--- config.mk ---
export PLATFORM = sky130hd
export DESIGN_NAME = slip_tx_arbiter_flat
export DESIGN_NICKNAME = d
export VERILOG_FILES = /design/src/rtl/slip_tx_if.sv /design/src/rtl/slip_tx_arbiter.sv /design/src/flat_wrapper.sv
export SDC_FILE = /design/constraint.sdc
export NUM_CORES = 1
export LEC_CHECK = 0
export ABC_AREA = 1
export BUFFER_PORTS_ARGS = -buffer_cell sky130_fd_sc_hd__buf_4
export CORE_MARGIN = 3
export CORE_UTILIZATION = 48
export DETAILED_ROUTE_END_ITERATION = 6
export PLACE_DENSITY_LB_ADDON = 0.3
export SYNTH_ARGS = -nofsm -noshare
export SYNTH_HDL_FRONTEND = slang
export SYNTH_SLANG_ARGS = --single-unit
--- constraint.sdc ---
create_clock -name clk -period 1.9 [get_ports clk]
set_clock_uncertainty 0.15 [all_clocks]
set_input_delay 0.38 -clock clk [delete_from_list [all_inputs] [get_ports clk]]
set_output_delay 0.38 -clock clk [all_outputs]
set_load 0.01 [all_outputs]
--- src/rtl/slip_tx_if.sv ---
// Source-side byte streams and the SLIP encoder handshake for slip_tx_arbiter.
// master = the arbiter, slave = the sources and encoder around it.
interface slip_tx_if #(
  parameter int NUM_REQ = 4
);
  logic [NUM_REQ-1:0]   i_valid;
  logic [8*NUM_REQ-1:0] i_data;
  logic [NUM_REQ-1:0]   i_last;
  logic [NUM_REQ-1:0]   o_ready;
  logic [NUM_REQ-1:0]   o_grant;
  logic [NUM_REQ-1:0]   o_frame_done;
  logic                 o_frame_abort;
  logic                 o_busy;
  logic                 o_slip_start;
  logic                 o_slip_dv;
  logic [7:0]           o_slip_byte;
  logic                 o_slip_end;
  logic                 i_slip_done;

  modport master (
    input  i_valid, i_data, i_last, i_slip_done,
    output o_ready, o_grant, o_frame_done, o_frame_abort, o_busy,
           o_slip_start, o_slip_dv, o_slip_byte, o_slip_end
  );

  modport slave (
    output i_valid, i_data, i_last, i_slip_done,
    input  o_ready, o_grant, o_frame_done, o_frame_abort, o_busy,
           o_slip_start, o_slip_dv, o_slip_byte, o_slip_end
  );
endinterface

--- src/rtl/slip_tx_arbiter.sv ---
// Round-robin, whole-frame arbiter sharing one SLIP encoder between NUM_REQ sources.
// A winner owns the encoder until its closing END completes or its stream stalls too long.
module slip_tx_arbiter #(
  parameter int NUM_REQ       = 4,
  parameter int STALL_TIMEOUT = 4096
) (
  input  logic      clk,
  input  logic      reset,
  slip_tx_if.master bus
);
  localparam int IDX_W   = $clog2(NUM_REQ);
  localparam int STALL_W = $clog2(STALL_TIMEOUT + 1);
  localparam logic [STALL_W-1:0] STALL_LIM = STALL_W'(STALL_TIMEOUT);
  localparam logic [IDX_W-1:0]   RR_INIT   = IDX_W'(NUM_REQ - 1);

  typedef enum logic [2:0] {
    S_IDLE,
    S_START_WAIT,
    S_FETCH,
    S_BYTE_WAIT,
    S_END_WAIT
  } state_t;

  state_t               state_q, state_d;
  logic [IDX_W-1:0]     rr_q, rr_d;
  logic [IDX_W-1:0]     owner_q, owner_d;
  logic [NUM_REQ-1:0]   grant_q, grant_d;
  logic [NUM_REQ-1:0]   frame_done_q, frame_done_d;
  logic                 frame_abort_q, frame_abort_d;
  logic                 abort_q, abort_d;
  logic                 start_q, start_d;
  logic                 dv_q, dv_d;
  logic                 end_q, end_d;
  logic [7:0]           byte_q, byte_d;
  logic                 last_q, last_d;
  logic [STALL_W-1:0]   stall_q, stall_d;

  logic [7:0]           src_byte [NUM_REQ];
  logic [2*NUM_REQ-1:0] valid_x2;
  logic                 pick_found;
  logic [IDX_W-1:0]     pick_idx;
  logic                 owner_valid;
  logic                 owner_last;
  logic [7:0]           owner_byte;
  logic                 xfer;
  logic [STALL_W-1:0]   stall_inc;
  logic                 stall_hit;
  logic                 done_in;

  for (genvar gi = 0; gi < NUM_REQ; gi++) begin : g_src
    assign src_byte[gi]    = bus.i_data[8*gi +: 8];
    assign bus.o_ready[gi] = (state_q == S_FETCH) && grant_q[gi];
  end

  assign owner_valid = bus.i_valid[owner_q];
  assign owner_last  = bus.i_last[owner_q];
  assign owner_byte  = src_byte[owner_q];
  assign done_in     = bus.i_slip_done;
  assign xfer        = (state_q == S_FETCH) && owner_valid;
  assign stall_inc   = (stall_q == STALL_LIM) ? stall_q : stall_q + 1'b1;
  assign stall_hit   = (state_q == S_FETCH) && !owner_valid && (stall_inc == STALL_LIM);

  // Doubled request vector lets the search run rr+1 .. rr+NUM_REQ without a modulo on the index;
  // scanning far-to-near leaves the nearest requester as the winner.
  assign valid_x2 = {bus.i_valid, bus.i_valid};

  always_comb begin
    pick_found = 1'b0;
    pick_idx   = '0;
    for (int k = NUM_REQ; k >= 1; k--) begin
      if (valid_x2[int'(rr_q) + k]) begin
        pick_found = 1'b1;
        pick_idx   = IDX_W'((int'(rr_q) + k) % NUM_REQ);
      end
    end
  end

  always_ff @(posedge clk) begin
    if (reset) begin
      state_q       <= S_IDLE;
      rr_q          <= RR_INIT;
      owner_q       <= '0;
      grant_q       <= '0;
      frame_done_q  <= '0;
      frame_abort_q <= 1'b0;
      abort_q       <= 1'b0;
      start_q       <= 1'b0;
      dv_q          <= 1'b0;
      end_q         <= 1'b0;
      byte_q        <= 8'h00;
      last_q        <= 1'b0;
      stall_q       <= '0;
    end else begin
      state_q       <= state_d;
      rr_q          <= rr_d;
      owner_q       <= owner_d;
      grant_q       <= grant_d;
      frame_done_q  <= frame_done_d;
      frame_abort_q <= frame_abort_d;
      abort_q       <= abort_d;
      start_q       <= start_d;
      dv_q          <= dv_d;
      end_q         <= end_d;
      byte_q        <= byte_d;
      last_q        <= last_d;
      stall_q       <= stall_d;
    end
  end

  always_comb begin
    state_d = state_q;
    unique case (state_q)
      S_IDLE:       if (pick_found) state_d = S_START_WAIT;
      S_START_WAIT: if (done_in) state_d = S_FETCH;
      S_FETCH: begin
        if (xfer)           state_d = S_BYTE_WAIT;
        else if (stall_hit) state_d = S_END_WAIT;
      end
      S_BYTE_WAIT:  if (done_in) state_d = last_q ? S_END_WAIT : S_FETCH;
      S_END_WAIT:   if (done_in) state_d = S_IDLE;
      default:      state_d = S_IDLE;
    endcase
  end

  always_comb begin
    rr_d          = rr_q;
    owner_d       = owner_q;
    grant_d       = grant_q;
    abort_d       = abort_q;
    byte_d        = byte_q;
    last_d        = last_q;
    stall_d       = stall_q;
    start_d       = 1'b0;
    dv_d          = 1'b0;
    end_d         = 1'b0;
    frame_done_d  = '0;
    frame_abort_d = 1'b0;
    unique case (state_q)
      S_IDLE: begin
        if (pick_found) begin
          owner_d           = pick_idx;
          grant_d           = '0;
          grant_d[pick_idx] = 1'b1;
          abort_d           = 1'b0;
          start_d           = 1'b1;
        end
      end
      S_START_WAIT: if (done_in) stall_d = '0;
      S_FETCH: begin
        // A byte arriving on the timeout cycle still wins over the abort.
        if (xfer) begin
          byte_d = owner_byte;
          last_d = owner_last;
          dv_d   = 1'b1;
        end else begin
          stall_d = stall_inc;
          if (stall_hit) begin
            abort_d = 1'b1;
            end_d   = 1'b1;
          end
        end
      end
      S_BYTE_WAIT: begin
        if (done_in) begin
          if (last_q) end_d = 1'b1;
          else        stall_d = '0;
        end
      end
      S_END_WAIT: begin
        if (done_in) begin
          frame_done_d  = grant_q;
          frame_abort_d = abort_q;
          rr_d          = owner_q;
          grant_d       = '0;
        end
      end
      default: ;
    endcase
  end

  assign bus.o_grant       = grant_q;
  assign bus.o_frame_done  = frame_done_q;
  assign bus.o_frame_abort = frame_abort_q;
  assign bus.o_busy        = (state_q != S_IDLE);
  assign bus.o_slip_start  = start_q;
  assign bus.o_slip_dv     = dv_q;
  assign bus.o_slip_byte   = byte_q;
  assign bus.o_slip_end    = end_q;
endmodule

--- src/flat_wrapper.sv ---
// flat-port wrapper written by rule: the top's interface ports become plain ports
module slip_tx_arbiter_flat 
#(
  parameter int NUM_REQ       = 4,
  parameter int STALL_TIMEOUT = 4096
)
  (clk, reset, bus_i_valid, bus_i_data, bus_i_last, bus_i_slip_done, bus_o_ready, bus_o_grant, bus_o_frame_done, bus_o_frame_abort, bus_o_busy, bus_o_slip_start, bus_o_slip_dv, bus_o_slip_byte, bus_o_slip_end);
  slip_tx_if #(.NUM_REQ(NUM_REQ)) bus_i ();
  input  logic clk;
  input  logic reset;
  input wire logic [$bits(bus_i.i_valid)-1:0] bus_i_valid;
  input wire logic [$bits(bus_i.i_data)-1:0] bus_i_data;
  input wire logic [$bits(bus_i.i_last)-1:0] bus_i_last;
  input wire logic [$bits(bus_i.i_slip_done)-1:0] bus_i_slip_done;
  output wire logic [$bits(bus_i.o_ready)-1:0] bus_o_ready;
  output wire logic [$bits(bus_i.o_grant)-1:0] bus_o_grant;
  output wire logic [$bits(bus_i.o_frame_done)-1:0] bus_o_frame_done;
  output wire logic [$bits(bus_i.o_frame_abort)-1:0] bus_o_frame_abort;
  output wire logic [$bits(bus_i.o_busy)-1:0] bus_o_busy;
  output wire logic [$bits(bus_i.o_slip_start)-1:0] bus_o_slip_start;
  output wire logic [$bits(bus_i.o_slip_dv)-1:0] bus_o_slip_dv;
  output wire logic [$bits(bus_i.o_slip_byte)-1:0] bus_o_slip_byte;
  output wire logic [$bits(bus_i.o_slip_end)-1:0] bus_o_slip_end;
  assign bus_i.i_valid = bus_i_valid;
  assign bus_i.i_data = bus_i_data;
  assign bus_i.i_last = bus_i_last;
  assign bus_i.i_slip_done = bus_i_slip_done;
  assign bus_o_ready = bus_i.o_ready;
  assign bus_o_grant = bus_i.o_grant;
  assign bus_o_frame_done = bus_i.o_frame_done;
  assign bus_o_frame_abort = bus_i.o_frame_abort;
  assign bus_o_busy = bus_i.o_busy;
  assign bus_o_slip_start = bus_i.o_slip_start;
  assign bus_o_slip_dv = bus_i.o_slip_dv;
  assign bus_o_slip_byte = bus_i.o_slip_byte;
  assign bus_o_slip_end = bus_i.o_slip_end;
  slip_tx_arbiter #(.NUM_REQ(NUM_REQ), .STALL_TIMEOUT(STALL_TIMEOUT)) u_core (.clk(clk), .reset(reset), .bus(bus_i));
endmodule
### Word level (Yosys, flattened, before mapping)

Index checks and enable logic that the tools add are counted.

| word-level totals | value |
|---|---|
| flip-flop bits (word level) | 42 |
| bits in latches | 0 |
| bits in writable memories | 0 |
| memory bits (read-only) | 0 |
| bits of input ports | 43 |
| output and inout port bits | 25 |
| word-level logic and storage cells | 126 |
| memories | 0 |

| cells by class | value |
|---|---|
| $add $sub $neg | 5 |
| multiply operators | 0 |
| divide/modulo/power cells | 0 |
| order comparisons | 8 |
| eq/ne operators | 14 |
| shifts and indexed selects | 0 |
| multiplexer cells | 57 |
| bitwise operators | 5 |
| reductions and logical operators | 24 |

Operators with widths:

| operator | number |
|---|---|
| less-than comparator 32 x 5 -> 1 bit (second input constant) | 4 |
| two-way mux 13 bit | 5 |
| one-hot mux 13 bit (3 select lines) | 1 |
| equality test 13 bit (second input constant) | 2 |
| two-way mux 1 bit | 24 |
| two-way mux 3 bit | 7 |
| binary-select mux 8 bit (select 2 bit) | 1 |
| two-way mux 8 bit | 2 |
| one-hot mux 3 bit (5 select lines) | 1 |
| adder 13 x 1 -> 13 bit (second input constant) | 1 |
| binary-select mux 1 bit (select 3 bit) | 4 |
| inequality test 2 bit (second input constant) | 5 |
| AND reduction 5 bit | 2 |
| logical AND 1 bit | 8 |
| two-way mux 2 bit | 4 |
| two-way mux 4 bit | 2 |
| one-hot mux 4 bit (2 select lines) | 1 |
| adder 2 x 2 -> 3 bit (second input constant) | 2 |
| equality test 3 x 2 -> 1 bit (second input constant) | 2 |
| less-than comparator 2 x 3 -> 1 bit (second input constant) | 2 |
| AND reduction 2 bit | 3 |
| nonzero test 3 bit | 2 |
| adder 2 x 3 -> 4 bit (second input constant) | 1 |
| binary-select mux 1 bit (select 2 bit) | 2 |
| 18 further kinds | 25 |

### Logic depth before layout (Yosys ltp)

| depth | value |
|---|---|
| depth in word-level cells | 14 |
| mapped depth | 16 |
| gate-level depth less buffers | 16 |

### Worst setup path after synthesis

OpenSTA, ideal clock, no wires.

| timing | value |
|---|---|
| kind | register to register |
| start | register u_core.stall_q[0] |
| end | register u_core.state_q[1] |
| setup time | 0.064 ns |
| arrival time | 1.595 ns |
| required time | 1.686 ns |
| setup slack | 0.091 ns |
| cell stages (with the launch flop) | 15 |
| buffers on the path | 0 |
| clock period less this slack | 1.809 ns |
| cell sequence | dfxtp_1 -> ha_1 -> nand3_1 -> inv_1 -> nand2_1 -> xor2_1 -> nor2_1 -> nand2_1 -> nor2_2 -> nand2_1 -> nand2_2 -> nand3_2 -> nand2_1 -> inv_1 -> nor2_1 |

| on the way | value |
|---|---|
| word-level cells in the longest chain between the ends | 6 |
| elaborated cells between the ends (all ways) | 7 |
| those cells by class | add/sub: 1; eq/ne: 3; mux: 1; reduce/logical: 2 |

Ends and longest elaborated chain:

| item | line | RTL |
|---|---|---|
| start: declaration | slip_tx_arbiter.sv:36 | `logic [STALL_W-1:0] stall_q, stall_d;` |
| start signal: assignment | slip_tx_arbiter.sv:106 | `stall_q <= stall_d;` |
| adder 13 x 1 -> 13 bit / equality test 13 bit (equally long branches) | slip_tx_arbiter.sv:60 | `assign stall_inc = (stall_q == STALL_LIM) ? stall_q : stall_q + 1'b1;` |
| two-way mux 13 bit * | slip_tx_arbiter.sv:60 |  |
| equality test 13 bit * | slip_tx_arbiter.sv:61 | `assign stall_hit = (state_q == S_FETCH) && !owner_valid && (stall_inc == STALL_LIM);` |
| logical AND 1 bit * | slip_tx_arbiter.sv:61 |  |
| inequality test 3 x 1 -> 1 bit (no line) * | n/a |  |
| AND reduction 5 bit (no line) * | n/a |  |
| end signal: assignment | slip_tx_arbiter.sv:94 | `state_q <= state_d;` |
| end: declaration | slip_tx_arbiter.sv:24 | `state_t state_q, state_d;` |

Every way passes the cells marked *; elsewhere a longest branch is shown, timed or not.
A chain may end at the register's enable or synchronous reset.

### Final worst setup path

| timing | value |
|---|---|
| start | register u_core.rr_q[0] |
| end | register u_core.grant_q[0], in the netlist u_core.bus.o_grant[0] |

| on the way | value |
|---|---|
| word-level cells in the longest chain between the ends | 14 |
| elaborated cells between the ends (all ways) | 33 |
| those cells by class | add/sub: 4; order compare: 2; eq/ne: 1; mux: 24; reduce/logical: 2 |

Ends and longest elaborated chain:

| item | line | RTL |
|---|---|---|
| start: declaration | slip_tx_arbiter.sv:25 | `logic [IDX_W-1:0] rr_q, rr_d;` |
| start signal: assignment | slip_tx_arbiter.sv:95 | `rr_q <= rr_d;` |
| adder 2 x 3 -> 4 bit | slip_tx_arbiter.sv:71 | `if (valid_x2[int'(rr_q) + k]) begin` |
| binary-select mux 1 bit (select 3 bit) | slip_tx_arbiter.sv:71 |  |
| two-way mux 1 bit (implied by the code) (2 in series) | slip_tx_arbiter.sv:71 |  |
| two-way mux 2 bit (4 in series) | slip_tx_arbiter.sv:71 |  |
| less-than comparator 2 x 3 -> 1 bit (implied by the code) / >= comparator 2 x 1 -> 1 bit (equally long branches) | slip_tx_arbiter.sv:143 | `grant_d[pick_idx] = 1'b1;` |
| logical AND 1 bit (implied by the code) | slip_tx_arbiter.sv:143 |  |
| two-way mux 1 bit (implied by the code) | slip_tx_arbiter.sv:143 |  |
| demux 1 bit (select 2 bit) | n/a |  |
| two-way mux 4 bit | slip_tx_arbiter.sv:140 | `if (pick_found) begin` |
| one-hot mux 4 bit (2 select lines) | slip_tx_arbiter.sv:138 | `unique case (state_q)` |
| end signal: assignment | slip_tx_arbiter.sv:97 | `grant_q <= grant_d;` |
| end: declaration | slip_tx_arbiter.sv:27 | `logic [NUM_REQ-1:0] grant_q, grant_d;` |

Several ways; a longest one is shown, not always the timed one. The select of a mux whose other input is x is not followed.

==> key figures <==
Floorplan
  • Core Area: 0.00491 mm2
  • Die Wd: 78.8 um
  • Full die area: 0.00621 mm2
  • IO Count: 68
  • Chip height: 78.8 um
  • Row count: 25
  • Initial Util: 51.8%

Setup path
  • Crit path required time: 1.98 ns
  • Origin of the critical flop-to-flop path: u_core.rr_q[0]
  • RR Endpoint: u_core.bus.o_grant[0]
  • Max Fanout on Critical Path: 5
  • Critical Path AT: 2.04 ns
  • Crit path kind: reg2reg
  • R2R setup slack: -0.05 ns
  • Critical path buffers and inverters: 3
  • CP max stage cell: dfxtp_2
  • CP top delay family: simple AND/OR/NAND/NOR gates
  • Crit-path max cell delay: 0.35 ns
  • Top cell by count, worst path: nand2_1
  • Reg2Reg Depth: 12
  • Startpoint types: flip-flop
  • Cell Chain, Critical Path: buf_2 -> o21ai_2 -> nand2_1 -> nand3_2 -> nor2_1 -> nand2_1 -> inv_2 -> nor2_4 -> inv_4 -> a21oi_4 -> nand2_1 -> a21oi_2
  • CP Capture Type: flip-flop

Finish
  • Diodes inserted: 0
  • Filler instances: 418
  • Final nets: 529
  • Design area: 0.00349 mm2
  • Area growth from synthesis to layout: 37.5%
  • Post-route insts no fill: 551
  • Share of layout cells above drive strength 1: 31.6%

Power and ir drop
  • Leak Pwr: 1.54 nW
  • Power per cell area: 906 mW/mm2
  • Max VDD drop: 550 uV
  • Pwr Total: 3.16 mW

Yosys
  • Post-synth net total: 450
  • Top cell type's share of synthesized area: 33.1%
  • Avg Cell Area, Syn: 6.29 um2
  • Post-synthesis cell area: 0.00254 mm2
  • Yosys cell types: 31
  • Leading post-synthesis cells by cell area: dfxtp_1, nand2_1, nor2_1
  • Post-synthesis register bit count: 42
  • Most numerous cell in the Yosys netlist: nand2_1
  • Seq/Total Area, Yosys: 33.1%
  • EDFF count, synth: 0
  • Synth top cells by count: nand2_1, nor2_1, inv_1
  • Post-synth top flop: dfxtp_1
  • Ys Warns: 0
  • Post-Synthesis Cells: 404
  • FFs w/ async S/R, synth: 0%
  • Top cell type by total area after synthesis: dfxtp_1

Place
  • Port Buffers: 67
  • DP HPWL: 4910 um
  • Placed cell areas: 0.00317 mm2
  • RePlAce Congestion: 0.938
  • Placed Cells: 537

Clock tree
  • Clk_lat worst skew: 0.29 ns
  • Max clock buf depth: 2
  • Max H-tree Level: 2
  • Root buf cell: clkbuf_8
  • # hold bufs at CTS: 0
  • CTS tree: built
  • Clock sink count: 42
  • CTS Buf Count: 5
  • Clock slew at reported path FFs: 0.08 ns

Drt
  • ANT nets after route: 0
  • Vias per std cell: 5.30
  • Starting DRT DRC Count: 257
  • WL final: 7070 um
  • Pre-antenna DRT Iters: 7
  • DRC viols: 0
  • Routed via count: 2,923
  • Routed len/inst: 12.8 um

STA
  • Final hold vios: 0
  • Tmin final: 1.95 ns
  • Sum Neg Setup Slack: -0.206 ns
  • # setup viols final: 7
  • Max transition margin: 69.1%
  • RSZ-0062 raised after global routing: true
  • Fin crit share: 103%
  • Pins Over Slew Limit: 0
  • Final hold slack: 0.295 ns
  • Worst slew pin tran: 0.463 ns
  • Final WS setup: -0.0541 ns
  • Fmax: 512 MHz

Run status
  • Failing checks: setup timing
  • Status: finished, violations left

Global routing
  • Remaining global-route overflow: 0
  • Vias in the first global route: 2,744
  • Gr usage total: 22.2%
  • Largest net degree at the start of global routing: 23
  • Antenna violations before repair: 0
  • First-pass GRT wire length: 11,400 um

Min path
  • WHS Endpoint: u_core.bus.o_slip_dv
  • Kind of path behind the tightest hold check: in2reg
  • Beginning of the worst hold path: reset
  • Hold Crit Depth: 2

Flow run
  • Max cap viols: 0
-- repair_timing --
| item | in CTS | in global routing |
|---|---|---|
| buffers inserted | 2 | 3 |
| gates resized for setup | 29 | 31 |
| pin swaps | 8 | 18 |
| cloned | 0 | 1 |
| setup endpoints to repair | 10 | 13 |
-- layout by cell type (no fill, tap or decap), drive strengths merged --
cell type	n
nand4	3
nor3	1
o32ai	9
dfxtp	42
nor2	79
nand2	103
xor2	4
nand3	19
buf	86
a211oi	1
clkbuf	7
a21oi	35
o21ai	24
ha	3
o22ai	1
or2	2
inv	51
o211ai	6
xnor2	2
clkinv	2
nand3b	4
-- worst max path at each step --
stage / cells past startpoint / to / startpoint
final: 12 / u_core.bus.o_grant[0] / u_core.rr_q[0]
after detailed placement: 11 / u_core.owner_q[0] / bus_i_valid[1]
after CTS: 16 / u_core.state_q[1] / u_core.stall_q[0]
after global routing: 13 / u_core.bus.o_grant[0] / u_core.rr_q[0]
after global placement: 11 / u_core.owner_q[0] / bus_i_valid[1]
after floorplan: 14 / u_core.state_q[1] / u_core.stall_q[0]
-- where the power goes --
group          total [mW]  switching [mW]  internal (mW)
Sequential           1.09          0.0900           1.00
Combinational        1.48           0.857          0.627
Clock               0.587           0.294          0.293
-- area by class of cell --
cell class | count | area, um2 | area share, %
Clock buffer | 7 | 86.3 | 2.47
Clock inverter | 1 | 5.00 | 0.143
Inverter | 52 | 203 | 5.80
Multi-Input combinational cell | 296 | 1600 | 45.8
Sequential cell | 42 | 867 | 24.8
Tap cell | 67 | 83.8 | 2.40
Timing Repair Buffer | 86 | 651 | 18.6
-- layer usage --
layer,wire length [um],GRT usage [%],vias up
met2,3390,39.0,147
met4,141,8.57,0
met1,2980,26.3,1314
met5,0,0,-
li1,-,-,1445
met3,566,4.65,17
-- cell families after synthesis --
group / Yosys count / synth area share [%]
adders and majority gates: 3 / 1.48
DFF: 42 / 33.1
buffers and inverters: 66 / 10.0
AOI/OAI and AO/OA: 76 / 17.2
xor gates and xnor gates: 6 / 2.07
and+or+nand+nor: 211 / 36.2
-- registers in the layout, indices dropped and copies added (netlist names) --
| register | count |
|---|---|
| u_core.bus.o_slip_dv | 1 |
| u_core.last_q | 1 |
| u_core.state_q | 3 |
| u_core.bus.o_slip_start | 1 |
| u_core.bus.o_frame_abort | 1 |
| u_core.bus.o_frame_done | 4 |
| u_core.bus.o_slip_end | 1 |
| u_core.bus.o_grant | 4 |
| u_core.bus.o_slip_byte | 8 |
| u_core.stall_q | 13 |
| u_core.rr_q | 2 |
| u_core.owner_q | 2 |
| u_core.abort_q | 1 |
-- metrics by stage --
step	utilization, %	worst slack [ns]
after CTS	68.6	0.00140
after global routing	71.2	-0.161
after floorplan	-	0.0915
final	71.2	-0.0541
after global placement	64.5	-0.0339
after detailed placement	64.5	-0.0896
(Power assumes the default switching activity.)
